`config.mk`:
```
export PLATFORM = sky130hd
export DESIGN_NAME = proc_control_unit_flat
export DESIGN_NICKNAME = d
export VERILOG_FILES = /design/src/rtl/proc_control_unit_if.sv /design/src/rtl/proc_control_unit.sv /design/src/flat_wrapper.sv
export SDC_FILE = /design/constraint.sdc
export NUM_CORES = 1
export LEC_CHECK = 0
export ABC_AREA = 1
export CORE_MARGIN = 3
export CORE_UTILIZATION = 29
export DETAILED_ROUTE_END_ITERATION = 7
export GPL_TIMING_DRIVEN = 0
export PLACE_DENSITY = 0.83
export RECOVER_POWER = 100
export SLEW_MARGIN = 20
export SYNTH_ARGS = -nofsm -noshare
export SYNTH_HDL_FRONTEND = slang
export SYNTH_SLANG_ARGS = --single-unit
```
`constraint.sdc`:
```
create_clock -name Clk -period 1.8 [get_ports Clk]
set_input_delay 0.18 -clock Clk [delete_from_list [all_inputs] [get_ports Clk]]
set_output_delay 0.18 -clock Clk [all_outputs]
set_load 0.05 [all_outputs]
```
`src/rtl/proc_control_unit_if.sv`:
```
// Control bus between the processor control FSM and the datapath.
// The master side (control unit) receives IR and drives every datapath strobe
// plus the State/NextState codes used by the HEX display.
interface proc_control_unit_if;
    localparam int unsigned IR_W   = 16;
    localparam int unsigned D_AW   = 8;
    localparam int unsigned RF_AW  = 4;
    localparam int unsigned ALU_SW = 3;
    localparam int unsigned ST_W   = 4;

    logic [IR_W-1:0]   IR;
    logic              PC_clr;
    logic              PC_up;
    logic              IR_ld;
    logic [D_AW-1:0]   D_addr;
    logic              D_wr;
    logic              RF_s;
    logic [RF_AW-1:0]  RF_W_addr;
    logic              RF_W_en;
    logic [RF_AW-1:0]  RF_Ra_addr;
    logic [RF_AW-1:0]  RF_Rb_addr;
    logic [ALU_SW-1:0] ALU_s0;
    logic [ST_W-1:0]   State;
    logic [ST_W-1:0]   NextState;
    logic              Halted;

    modport master (
        input  IR,
        output PC_clr, PC_up, IR_ld, D_addr, D_wr, RF_s, RF_W_addr, RF_W_en,
               RF_Ra_addr, RF_Rb_addr, ALU_s0, State, NextState, Halted
    );

    modport slave (
        output IR,
        input  PC_clr, PC_up, IR_ld, D_addr, D_wr, RF_s, RF_W_addr, RF_W_en,
               RF_Ra_addr, RF_Rb_addr, ALU_s0, State, NextState, Halted
    );
endinterface

```
`src/rtl/proc_control_unit.sv`:
```
// Moore control FSM for the single-cycle-datapath processor.
// Sequences FETCH/DECODE/execute and decodes datapath strobes from State and IR.
// Optional feature macro: PROC_ILLEGAL_TRAP_EN -- when defined, opcodes 0110-1111
// enter a sticky TRAP state (code 10); otherwise they execute as NOOP.
module proc_control_unit (
    input  logic                   Clk,
    input  logic                   ResetN,
    proc_control_unit_if.master    bus
);
    localparam int unsigned IR_W   = 16;
    localparam int unsigned ALU_SW = 3;

    localparam logic [3:0] OP_NOOP  = 4'h0;
    localparam logic [3:0] OP_STORE = 4'h1;
    localparam logic [3:0] OP_LOAD  = 4'h2;
    localparam logic [3:0] OP_ADD   = 4'h3;
    localparam logic [3:0] OP_SUB   = 4'h4;
    localparam logic [3:0] OP_HALT  = 4'h5;

    localparam logic [ALU_SW-1:0] ALU_ADD = 3'b001;
    localparam logic [ALU_SW-1:0] ALU_SUB = 3'b010;

    typedef enum logic [3:0] {
        INIT   = 4'd0,
        FETCH  = 4'd1,
        DECODE = 4'd2,
        NOOP   = 4'd3,
        LOAD_A = 4'd4,
        LOAD_B = 4'd5,
        STORE  = 4'd6,
        ADD    = 4'd7,
        SUB    = 4'd8,
        HALT   = 4'd9
`ifdef PROC_ILLEGAL_TRAP_EN
        , TRAP = 4'd10
`endif
    } state_t;

    state_t          state;
    state_t          next_state;
    logic [IR_W-1:0] ir;
    logic [3:0]      opcode;

    assign ir     = bus.IR;
    assign opcode = ir[15:12];

    // State register; reset lands in INIT immediately, aborting any instruction.
    always_ff @(posedge Clk or negedge ResetN) begin
        if (!ResetN) begin
            state <= INIT;
        end else begin
            state <= next_state;
        end
    end

    // Next-state logic; HALT and TRAP only leave through reset.
    always_comb begin
        next_state = state;
        case (state)
            INIT:   next_state = FETCH;
            FETCH:  next_state = DECODE;
            DECODE: begin
                case (opcode)
                    OP_NOOP:  next_state = NOOP;
                    OP_STORE: next_state = STORE;
                    OP_LOAD:  next_state = LOAD_A;
                    OP_ADD:   next_state = ADD;
                    OP_SUB:   next_state = SUB;
                    OP_HALT:  next_state = HALT;
`ifdef PROC_ILLEGAL_TRAP_EN
                    default:  next_state = TRAP;
`else
                    default:  next_state = NOOP;
`endif
                endcase
            end
            LOAD_A: next_state = LOAD_B;
            NOOP,
            LOAD_B,
            STORE,
            ADD,
            SUB:    next_state = FETCH;
            HALT:   next_state = HALT;
`ifdef PROC_ILLEGAL_TRAP_EN
            TRAP:   next_state = TRAP;
`endif
            default: next_state = INIT;
        endcase
    end

    // Datapath strobes decoded from the current state and IR fields.
    always_comb begin
        bus.PC_clr     = 1'b0;
        bus.PC_up      = 1'b0;
        bus.IR_ld      = 1'b0;
        bus.D_addr     = '0;
        bus.D_wr       = 1'b0;
        bus.RF_s       = 1'b0;
        bus.RF_W_addr  = '0;
        bus.RF_W_en    = 1'b0;
        bus.RF_Ra_addr = '0;
        bus.RF_Rb_addr = '0;
        bus.ALU_s0     = '0;
        bus.Halted     = 1'b0;
        case (state)
            INIT: bus.PC_clr = 1'b1;
            FETCH: begin
                bus.IR_ld = 1'b1;
                bus.PC_up = 1'b1;
            end
            // First load cycle only presents the address: memory read has one cycle of latency.
            LOAD_A: begin
                bus.D_addr    = ir[11:4];
                bus.RF_s      = 1'b1;
                bus.RF_W_addr = ir[3:0];
            end
            LOAD_B: begin
                bus.D_addr    = ir[11:4];
                bus.RF_s      = 1'b1;
                bus.RF_W_addr = ir[3:0];
                bus.RF_W_en   = 1'b1;
            end
            STORE: begin
                bus.D_addr     = ir[11:4];
                bus.RF_Ra_addr = ir[3:0];
                bus.D_wr       = 1'b1;
            end
            ADD, SUB: begin
                bus.RF_Ra_addr = ir[11:8];
                bus.RF_Rb_addr = ir[7:4];
                bus.RF_W_addr  = ir[3:0];
                bus.RF_W_en    = 1'b1;
                bus.ALU_s0     = (state == ADD) ? ALU_ADD : ALU_SUB;
            end
            HALT: bus.Halted = 1'b1;
`ifdef PROC_ILLEGAL_TRAP_EN
            TRAP: bus.Halted = 1'b1;
`endif
            default: ;
        endcase
    end

    assign bus.State     = 4'(state);
    assign bus.NextState = 4'(next_state);
endmodule

```
`src/flat_wrapper.sv`:
```
// flat-port wrapper written by rule: the top's interface ports become plain ports
module proc_control_unit_flat 
  (Clk, ResetN, bus_IR, bus_PC_clr, bus_PC_up, bus_IR_ld, bus_D_addr, bus_D_wr, bus_RF_s, bus_RF_W_addr, bus_RF_W_en, bus_RF_Ra_addr, bus_RF_Rb_addr, bus_ALU_s0, bus_State, bus_NextState, bus_Halted);
  proc_control_unit_if bus_i ();
  input  logic Clk;
  input  logic ResetN;
  input wire logic [$bits(bus_i.IR)-1:0] bus_IR;
  output wire logic [$bits(bus_i.PC_clr)-1:0] bus_PC_clr;
  output wire logic [$bits(bus_i.PC_up)-1:0] bus_PC_up;
  output wire logic [$bits(bus_i.IR_ld)-1:0] bus_IR_ld;
  output wire logic [$bits(bus_i.D_addr)-1:0] bus_D_addr;
  output wire logic [$bits(bus_i.D_wr)-1:0] bus_D_wr;
  output wire logic [$bits(bus_i.RF_s)-1:0] bus_RF_s;
  output wire logic [$bits(bus_i.RF_W_addr)-1:0] bus_RF_W_addr;
  output wire logic [$bits(bus_i.RF_W_en)-1:0] bus_RF_W_en;
  output wire logic [$bits(bus_i.RF_Ra_addr)-1:0] bus_RF_Ra_addr;
  output wire logic [$bits(bus_i.RF_Rb_addr)-1:0] bus_RF_Rb_addr;
  output wire logic [$bits(bus_i.ALU_s0)-1:0] bus_ALU_s0;
  output wire logic [$bits(bus_i.State)-1:0] bus_State;
  output wire logic [$bits(bus_i.NextState)-1:0] bus_NextState;
  output wire logic [$bits(bus_i.Halted)-1:0] bus_Halted;
  assign bus_i.IR = bus_IR;
  assign bus_PC_clr = bus_i.PC_clr;
  assign bus_PC_up = bus_i.PC_up;
  assign bus_IR_ld = bus_i.IR_ld;
  assign bus_D_addr = bus_i.D_addr;
  assign bus_D_wr = bus_i.D_wr;
  assign bus_RF_s = bus_i.RF_s;
  assign bus_RF_W_addr = bus_i.RF_W_addr;
  assign bus_RF_W_en = bus_i.RF_W_en;
  assign bus_RF_Ra_addr = bus_i.RF_Ra_addr;
  assign bus_RF_Rb_addr = bus_i.RF_Rb_addr;
  assign bus_ALU_s0 = bus_i.ALU_s0;
  assign bus_State = bus_i.State;
  assign bus_NextState = bus_i.NextState;
  assign bus_Halted = bus_i.Halted;
  proc_control_unit u_core (.Clk(Clk), .ResetN(ResetN), .bus(bus_i));
endmodule
```
[Yosys cells after proc, flatten, opt, wreduce, memory -nomap -nowiden]
Index checks and enable logic that the tools add are counted.
Storage, ports and cells
  flip-flop bits (word level): 4
  latch bits: 0
  RAM bits: 0
  ROM bits: 0
  input port bits: 18
  output and inout port bits: 38
  logic and storage cells: 36
  memories kept: 0
Cells by class
  add/sub/neg operators: 0
  multipliers: 0
  div/mod/pow operators: 0
  magnitude comparators: 0
  equality and inequality tests: 14
  shifts and indexed selects: 0
  muxes and demuxes: 14
  bitwise operators: 0
  reduce and logical (&&, ||, !) cells: 7
Operator list (number)
  case mux 4 bit (5 select lines): 2
  == test 4 x 3 -> 1 bit, second input constant: 6
  == test 4 x 2 -> 1 bit, second input constant: 4
  == test 4 x 1 -> 1 bit, second input constant: 2
  == test 4 bit, second input constant: 2
  two-way mux 4 bit: 2
  two-way mux 8 bit: 1
  case mux 4 bit (2 select lines): 1
  two-way mux 1 bit: 6
  OR reduction 3 bit: 2
  OR reduction 6 bit: 1
  logical NOT 4 bit: 1
  OR reduction 2 bit: 2
  OR reduction 4 bit: 1
  two-way mux 3 bit: 1
  two-way mux 2 bit: 1

[Longest topological paths before layout]
Gate-level depths: netlist of run 1.
  depth in word-level cells: 3
  gate-level depth with buffers: 7
  gate-level depth less buffers: 7

[Worst setup path before layout of run 1]
Ideal clock, no wire load.
  path type: reg2reg
  from: register u_core.state[0] (netlist: u_core.bus.State[0])
  to: register u_core.state[1] (netlist: u_core.bus.State[1])
  setup time: 0.248 ns
  arrival: 2.202 ns
  required time: 1.552 ns
  slack: -0.650 ns
  cell stages (with the launch flop): 5
  path buffers: 0
  period minus slack after synthesis: 2.450 ns
  cell sequence: dfrtp_1 -> inv_1 -> nor2_1 -> inv_1 -> o21ai_0
Between the ends
  word-level cells in the longest chain between the ends: 3
  elaborated cells between the ends (all ways): 12
  those cells by class: eq/ne (9); mux (1); reduce/logical (2)
RTL lines
  start, declared: RTL line proc_control_unit.sv:39  | state_t state;
  start signal, assigned: RTL line proc_control_unit.sv:52  | state <= next_state;
  == test 4 x 2 -> 1 bit (tied with other cells): RTL line proc_control_unit.sv:59  | case (state)
  OR reduction 6 bit (no source line)
  case mux 4 bit (5 select lines) *: RTL line proc_control_unit.sv:59
  named net bus_NextState[1]: RTL line flat_wrapper.sv:20  | output wire logic [$bits(bus_i.NextState)-1:0] bus_NextState;
Mark *: on every way through the listed nets, which the timed path passes. The rest lies on a longest branch.

[Worst setup path in the final report of run 1]
  from: register u_core.state[1] (netlist: u_core.bus.State[1])
  to: output port bus_RF_Ra_addr[0]
Between the ends
  word-level cells in the longest chain between the ends: 3
  elaborated cells between the ends (all ways): 5
  those cells by class: eq/ne (3); mux (1); reduce/logical (1)
RTL lines
  == test 4 bit / == test 4 x 3 -> 1 bit (equally long branches): RTL line proc_control_unit.sv:105  | case (state)
  OR reduction 2 bit: RTL line proc_control_unit.sv:105
  case mux 4 bit (2 select lines) *: RTL line proc_control_unit.sv:105
  end, declared: RTL line flat_wrapper.sv:16  | output wire logic [$bits(bus_i.RF_Ra_addr)-1:0] bus_RF_Ra_addr;
Mark *: on every way between the ends. The rest lies on a longest branch, timed or not.

==> flow_metrics.env, run 1 <==
export IMPL_outcome="completed"
export IMPL_grt_use_total=0.186
export IMPL_avgSynthCellArea_sq_um=5.52
export IMPL_synth_nets=111
export IMPL_maxSlewViolCount=0
export IMPL_clk_latency_ns=0.24
export IMPL_hold_worst_slack_ns=0.208
export IMPL_intPower_uw=559
export IMPL_swShare=0.645
export IMPL_grt_start_max_net_pins=9
export IMPL_cpPeakStageDelay_ns=0.45
export IMPL_wl_um=2040
export IMPL_first_pass_iters=4
export IMPL_yosysUniqueCellTypes=16
export IMPL_grt_pass1_wl_um=3040
export IMPL_wl_per_cell_um=12.0
export IMPL_synth_top_area_cell="dfrtp_1"
export IMPL_combPwrFrac=0.814
export IMPL_power_net_switching_uw=1020
export IMPL_num_vias=770
export IMPL_die_h_um=48.1
export IMPL_layout_cells_most_common="clkdlybuf4s50_1"
export IMPL_yosys_top_cells_area="dfrtp_1 (20%), inv_1 (18%), nand2_1 (16%)"
export IMPL_min_period_over_period=0.971
export IMPL_worstMarginPinSlew_ns=0.505
export IMPL_drv_cap=0
export IMPL_largest_reg_flops=4
export IMPL_synthCells=93
export IMPL_drc=0
export IMPL_layout_common_cells="clkdlybuf4s50_1 (20), nand2_1 (18), inv_1 (16), buf_4 (13), nor2_1 (12)"
export IMPL_tritoncts="yes"
export IMPL_n_antenna_cell=0
export IMPL_gp_congestion=0.713
export IMPL_path_class="reg -> out"
export IMPL_numPortBuffers=54
export IMPL_avgViaCountPerCell=4.53
export IMPL_cts_root_buf="clkbuf_4"
export IMPL_layout_drive_gt1_share=0.494
export IMPL_slew_headroom=0.662
export IMPL_pwr_density_cell_nw_per_um2=1350
export IMPL_antenna_found_initial=0
export IMPL_clockPowerShare=0.074
export IMPL_dieWidth_um=48.1
export IMPL_fin_nets=174
export IMPL_rr_worst_depth=5
export IMPL_hpwl_um=1700
export IMPL_synth_seq_cells=4
export IMPL_syn_area_sq_um=513
export IMPL_yosysWarnings=0
export IMPL_leakage_uw=0.000593
export IMPL_regArea_sq_um=105
export IMPL_ios=56
export IMPL_fill_cells=132
export IMPL_worstPathMaxFanout=7
export IMPL_ys_seq_area_frac=0.195
export IMPL_r2r_end="u_core.bus.State[0]$_DFF_PN0_"
export IMPL_max_freq_mhz=572
export IMPL_required_ns=1.62
export IMPL_yosysTopAreaCellShare=0.195
export IMPL_ir_drop_v=0.00150
export IMPL_hold_violations=0
export IMPL_rr_startpoint="u_core.bus.State[3]$_DFF_PN0_"
export IMPL_clock_skew_final_ns=0.00432
export IMPL_grt_pass1_vias=682
export IMPL_multi_input_area_sq_um=404
export IMPL_areaGrowthSynthToFinish_pct=127
export IMPL_setup_violations=0
export IMPL_holdBufCountCts=0
export IMPL_seqPwrFrac=0.112
export IMPL_slowest_stage="dfrtp_2"
export IMPL_endpoint_kind="output port"
export IMPL_cts_sinks=4
export IMPL_start_util=0.325
export IMPL_core_area_sq_um=1580
export IMPL_cp_arrival_ns=1.57
export IMPL_worstPathCellList="inv_2 -> nand2_4 -> nor2_4 -> nor2_8 -> buf_4 -> o21ai_4 -> buf_6"
export IMPL_period_needed_ns=1.75
export IMPL_die_area_sq_um=2310
export IMPL_grt_overflow_total=0
export IMPL_tns_ns=0
export IMPL_placementRows=14
export IMPL_htree_levels=1
export IMPL_clk_path_buf_depth=2
export IMPL_worst_setup_path_start_kind="flip-flop"
export IMPL_hold_class="in -> async"
export IMPL_clkSlewWorstSetupHoldPaths_ns=0.04
export IMPL_antenna_left=0
export IMPL_tritoncts_num_buffers=3
export IMPL_rsz0062_at_grt="true"
export IMPL_regToRegSetupSlack_ns=0.68
export IMPL_first_iter_violations=8
## stage by stage
stage | power, uW | util | instances | area (sq um) | setup WS, ns
6_report | 1580 | 0.739 | 170 | 1160 | 0.0529
3_5_place_dp | 1500 | 0.752 | 163 | 1180 | -0.358
4_1_cts | 1560 | 0.717 | 167 | 1130 | -0.128
3_3_place_gp | 1500 | 0.752 | 163 | 1180 | -0.322
5_1_grt | 1670 | 0.739 | 170 | 1160 | -0.0468
2_1_floorplan | 1090 | - | 93 | 624 | -0.0170
## power groups by stage
stage / Clock (uW) / Sequential [uW] / Combinational [uW]
after global routing: 128 / 183 / 1360
after CTS: 122 / 173 / 1260
after floorplan: 0 / 265 / 827
after detailed placement: 0 / 169 / 1330
final: 116 / 177 / 1280
after global placement: 0 / 169 / 1330
## worst max-delay path by stage
stage	start	endpoint
after CTS	u_core.bus.State[1]$_DFF_PN0_	bus_RF_W_addr[0]
after global routing	u_core.bus.State[3]$_DFF_PN0_	bus_NextState[0]
final	u_core.bus.State[1]$_DFF_PN0_	bus_RF_Ra_addr[0]
after floorplan	u_core.bus.State[3]$_DFF_PN0_	bus_D_addr[0]
after detailed placement	bus_IR[14]	bus_NextState[2]
after global placement	bus_IR[14]	bus_NextState[2]
## synth_stat cells
| master | number |
|---|---|
| conb_1 | 1 |
| nand2_4 | 2 |
| o21ai_0 | 4 |
| inv_1 | 25 |
| nor2_1 | 17 |
| o21ai_1 | 4 |
| nor2_8 | 1 |
| a21oi_1 | 1 |
| o22ai_1 | 2 |
| nor3_1 | 1 |
| nand4_1 | 1 |
| nand3_1 | 4 |
| nand2_1 | 22 |
| dfrtp_1 | 4 |
| buf_4 | 2 |
| nor2_4 | 2 |
## layout make-up
type,instances,share of cell area
Inverter,25,0.0967
Tap cell,16,0.0172
Multi-Input combinational cell,62,0.347
Timing Repair Buffer,58,0.417
Clock buffer,3,0.0193
Buffer,2,0.0129
Sequential cell,4,0.0902
## cells by family (layout without fill, tap and decap cells)
logic type             count (synthesis)  after routing  synth area share
AO/OA/AOI/OAI                         11             11             0.112
buffers and inverters                 27             88             0.212
flip-flops                             4              4             0.195
other                                  1              1           0.00731
AND/OR/NAND/NOR                       50             50             0.473
## layer usage
layer  part of all wire  wire length (um)  GRT usage
met1               0.38               773      0.216
met4             0.0039                 8     0.0484
met3              0.051               103     0.0451
met5                  0                 0          0
met2               0.57              1150      0.335
## timing repair
action,CTS,global route
gates resized for setup,133,51
pin swaps,1,3
hold endpoints to repair,0,0
setup endpoints to repair,33,32
buffers inserted,1,3
## critical path: cells and delay by family, from the launching register on
family          cells  cell delay (ns)
flops               1             0.45
simple gates        3             0.31
buf+inv             3             0.42
compound gates      1             0.13
(Power assumes the default switching activity.)
==> inputs of run 2 (changes only) <==
--- a/config.mk
+++ b/config.mk
@@ -8,10 +8,10 @@
 export ABC_AREA = 1
 export CORE_MARGIN = 3
 export CORE_UTILIZATION = 29
+export CTS_CLUSTER_SIZE = 28
 export DETAILED_ROUTE_END_ITERATION = 7
 export GPL_TIMING_DRIVEN = 0
 export PLACE_DENSITY = 0.83
-export RECOVER_POWER = 100
 export SLEW_MARGIN = 20
 export SYNTH_ARGS = -nofsm -noshare
 export SYNTH_HDL_FRONTEND = slang
==> run 2 against run 1 <==
Design area stayed put. Maximum frequency about the same. Die area did not move. Clock skew is the same. Clock power about the same. Sequential cell count unchanged. Critical path type unchanged.
==> flow_metrics.env, run 2 (synthesis gave the netlist of run 1 again) <==
export IMPL_clk_latency_ns=0.24
export IMPL_num_vias=770
export IMPL_dpl_instance_area_sq_um=1180
export IMPL_cp_arrival_ns=1.57
export IMPL_n_antenna_cell=0
export IMPL_cpPeakStageDelay_ns=0.45
export IMPL_layout_drive_gt1_share=0.494
export IMPL_core_area_sq_um=1580
export IMPL_clock_skew_final_ns=0.00432
export IMPL_clk_path_buf_depth=2
export IMPL_leakage_uw=0.000593
export IMPL_die_h_um=48.1
export IMPL_endpoint_kind="output port"
export IMPL_grt_overflow_total=0
export IMPL_grt_pass1_wl_um=3040
export IMPL_worstMarginPinSlew_ns=0.506
export IMPL_grt_use_met3=0.0451
export IMPL_worstPathCellList="inv_2 -> nand2_4 -> nor2_4 -> nor2_8 -> buf_4 -> o21ai_4 -> buf_6"
export IMPL_largest_reg_flops=4
export IMPL_rsz0062_at_grt="true"
export IMPL_drv_cap=0
export IMPL_ios=56
export IMPL_fin_nets=174
export IMPL_antenna_left=0
export IMPL_placementRows=14
export IMPL_slowest_stage="dfrtp_2"
export IMPL_period_needed_ns=1.75
export IMPL_wl_um=2040
export IMPL_ir_drop_v=0.00150
export IMPL_grt_start_max_net_pins=9
export IMPL_worst_setup_path_start_kind="flip-flop"
export IMPL_cts_sinks=4
export IMPL_path_class="reg -> out"
export IMPL_grt_use_met1=0.216
export IMPL_clkSlewWorstSetupHoldPaths_ns=0.04
export IMPL_numPortBuffers=54
export IMPL_areaGrowthSynthToFinish_pct=127
export IMPL_outcome="completed"
export IMPL_maxSlewViolCount=0
export IMPL_wl_per_cell_um=12.0
export IMPL_slew_headroom=0.662
export IMPL_layout_cells_most_common="clkdlybuf4s50_1"
export IMPL_first_pass_iters=4
export IMPL_dieWidth_um=48.1
export IMPL_tritoncts_num_buffers=3
export IMPL_first_iter_violations=8
export IMPL_hold_class="in -> async"
export IMPL_start_util=0.325
export IMPL_grt_use_total=0.186
export IMPL_top_usage_layer="met2"
export IMPL_antenna_found_initial=0
export IMPL_grt_pass1_vias=682
export IMPL_die_area_sq_um=2310
export IMPL_pwr_density_cell_nw_per_um2=1350
export IMPL_avgViaCountPerCell=4.53
export IMPL_htree_levels=1
export IMPL_cts_root_buf="clkbuf_4"
export IMPL_setup_violations=0
export IMPL_drc=0
export IMPL_gp_congestion=0.713
export IMPL_layout_common_cells="clkdlybuf4s50_1 (21), nand2_1 (18), inv_1 (16), buf_4 (13), nor2_1 (12)"
export IMPL_tritoncts="yes"
export IMPL_use_met2=0.335
export IMPL_tns_ns=0
export IMPL_hpwl_um=1700
export IMPL_max_freq_mhz=572
export IMPL_hold_violations=0
export IMPL_min_period_over_period=0.971
export IMPL_worstPathMaxFanout=7
export IMPL_required_ns=1.62
export IMPL_finalInstanceArea_sq_um=1160
## run 2: changes by cell type in the layout (fill, tap and decap cells not counted)
cell	change
clkdlybuf4s50_1	+1
dlygate4sd3_1	-1
## run 2: area by class of cell
type,instances,area [sq um]
buffer,2,15.0
clock buffer,3,22.5
fill,132,412
inverter,25,113
multi-input combinational,62,404
sequential,4,105
tap,16,20.0
timing repair buffer,58,485
## run 2: what timing repair did
action	in CTS	in global routing
pin swaps	1	3
setup endpoints to repair	33	32
hold buffers	0	0
gates resized for setup	133	51
gates cloned	0	0
buffers inserted	1	3
## run 2: routing by layer
| metal | vias to the layer above | wire length (um) |
|---|---|---|
| li1 | 400 | - |
| met1 | 343 | 773 |
| met2 | 25 | 1150 |
| met3 | 2 | 103 |
| met4 | 0 | 8 |
| met5 | - | 0 |
## run 2: report_power, final
group / switching [uW] / internal, uW
clock: 41.2 / 74.9
combinational: 926 / 357
sequential: 50.2 / 127
## run 2: path summary, 6_finish.rpt
check	endpoint	startpoint	depth (start not counted)	slack, ns
max in group asynchronous	u_core.bus.State[2]$_DFF_PN0_	ResetN	1	1.48
worst min-delay path	u_core.bus.State[0]$_DFF_PN0_	ResetN	1	0.14
worst max register to register	u_core.bus.State[0]$_DFF_PN0_	u_core.bus.State[3]$_DFF_PN0_	5	0.68
worst min register to register	u_core.bus.State[1]$_DFF_PN0_	u_core.bus.State[0]$_DFF_PN0_	3	0.65
worst max-delay path	bus_RF_Ra_addr[0]	u_core.bus.State[1]$_DFF_PN0_	7	0.05
min in group Clk	u_core.bus.State[3]$_DFF_PN0_	bus_IR[14]	3	0.63
## run 2: worst max-delay path: cells and delay by family, from the launching register on
family | cells | cell delay (ns)
AOI/OAI and AO/OA | 1 | 0.13
buffers and inverters | 3 | 0.42
and+or+nand+nor | 3 | 0.31
DFF | 1 | 0.45
## run 2: through the flow
step	worst slack [ns]	hold WS (ns)	util	cells	power, uW
floorplan	-0.0170	-0.116	-	93	1090
global placement	-0.322	0.387	0.752	163	1500
detailed placement	-0.358	0.395	0.752	163	1500
CTS	-0.128	0.138	0.717	167	1560
global route	-0.0468	0.153	0.739	170	1670
finish	0.0529	0.138	0.739	170	1580
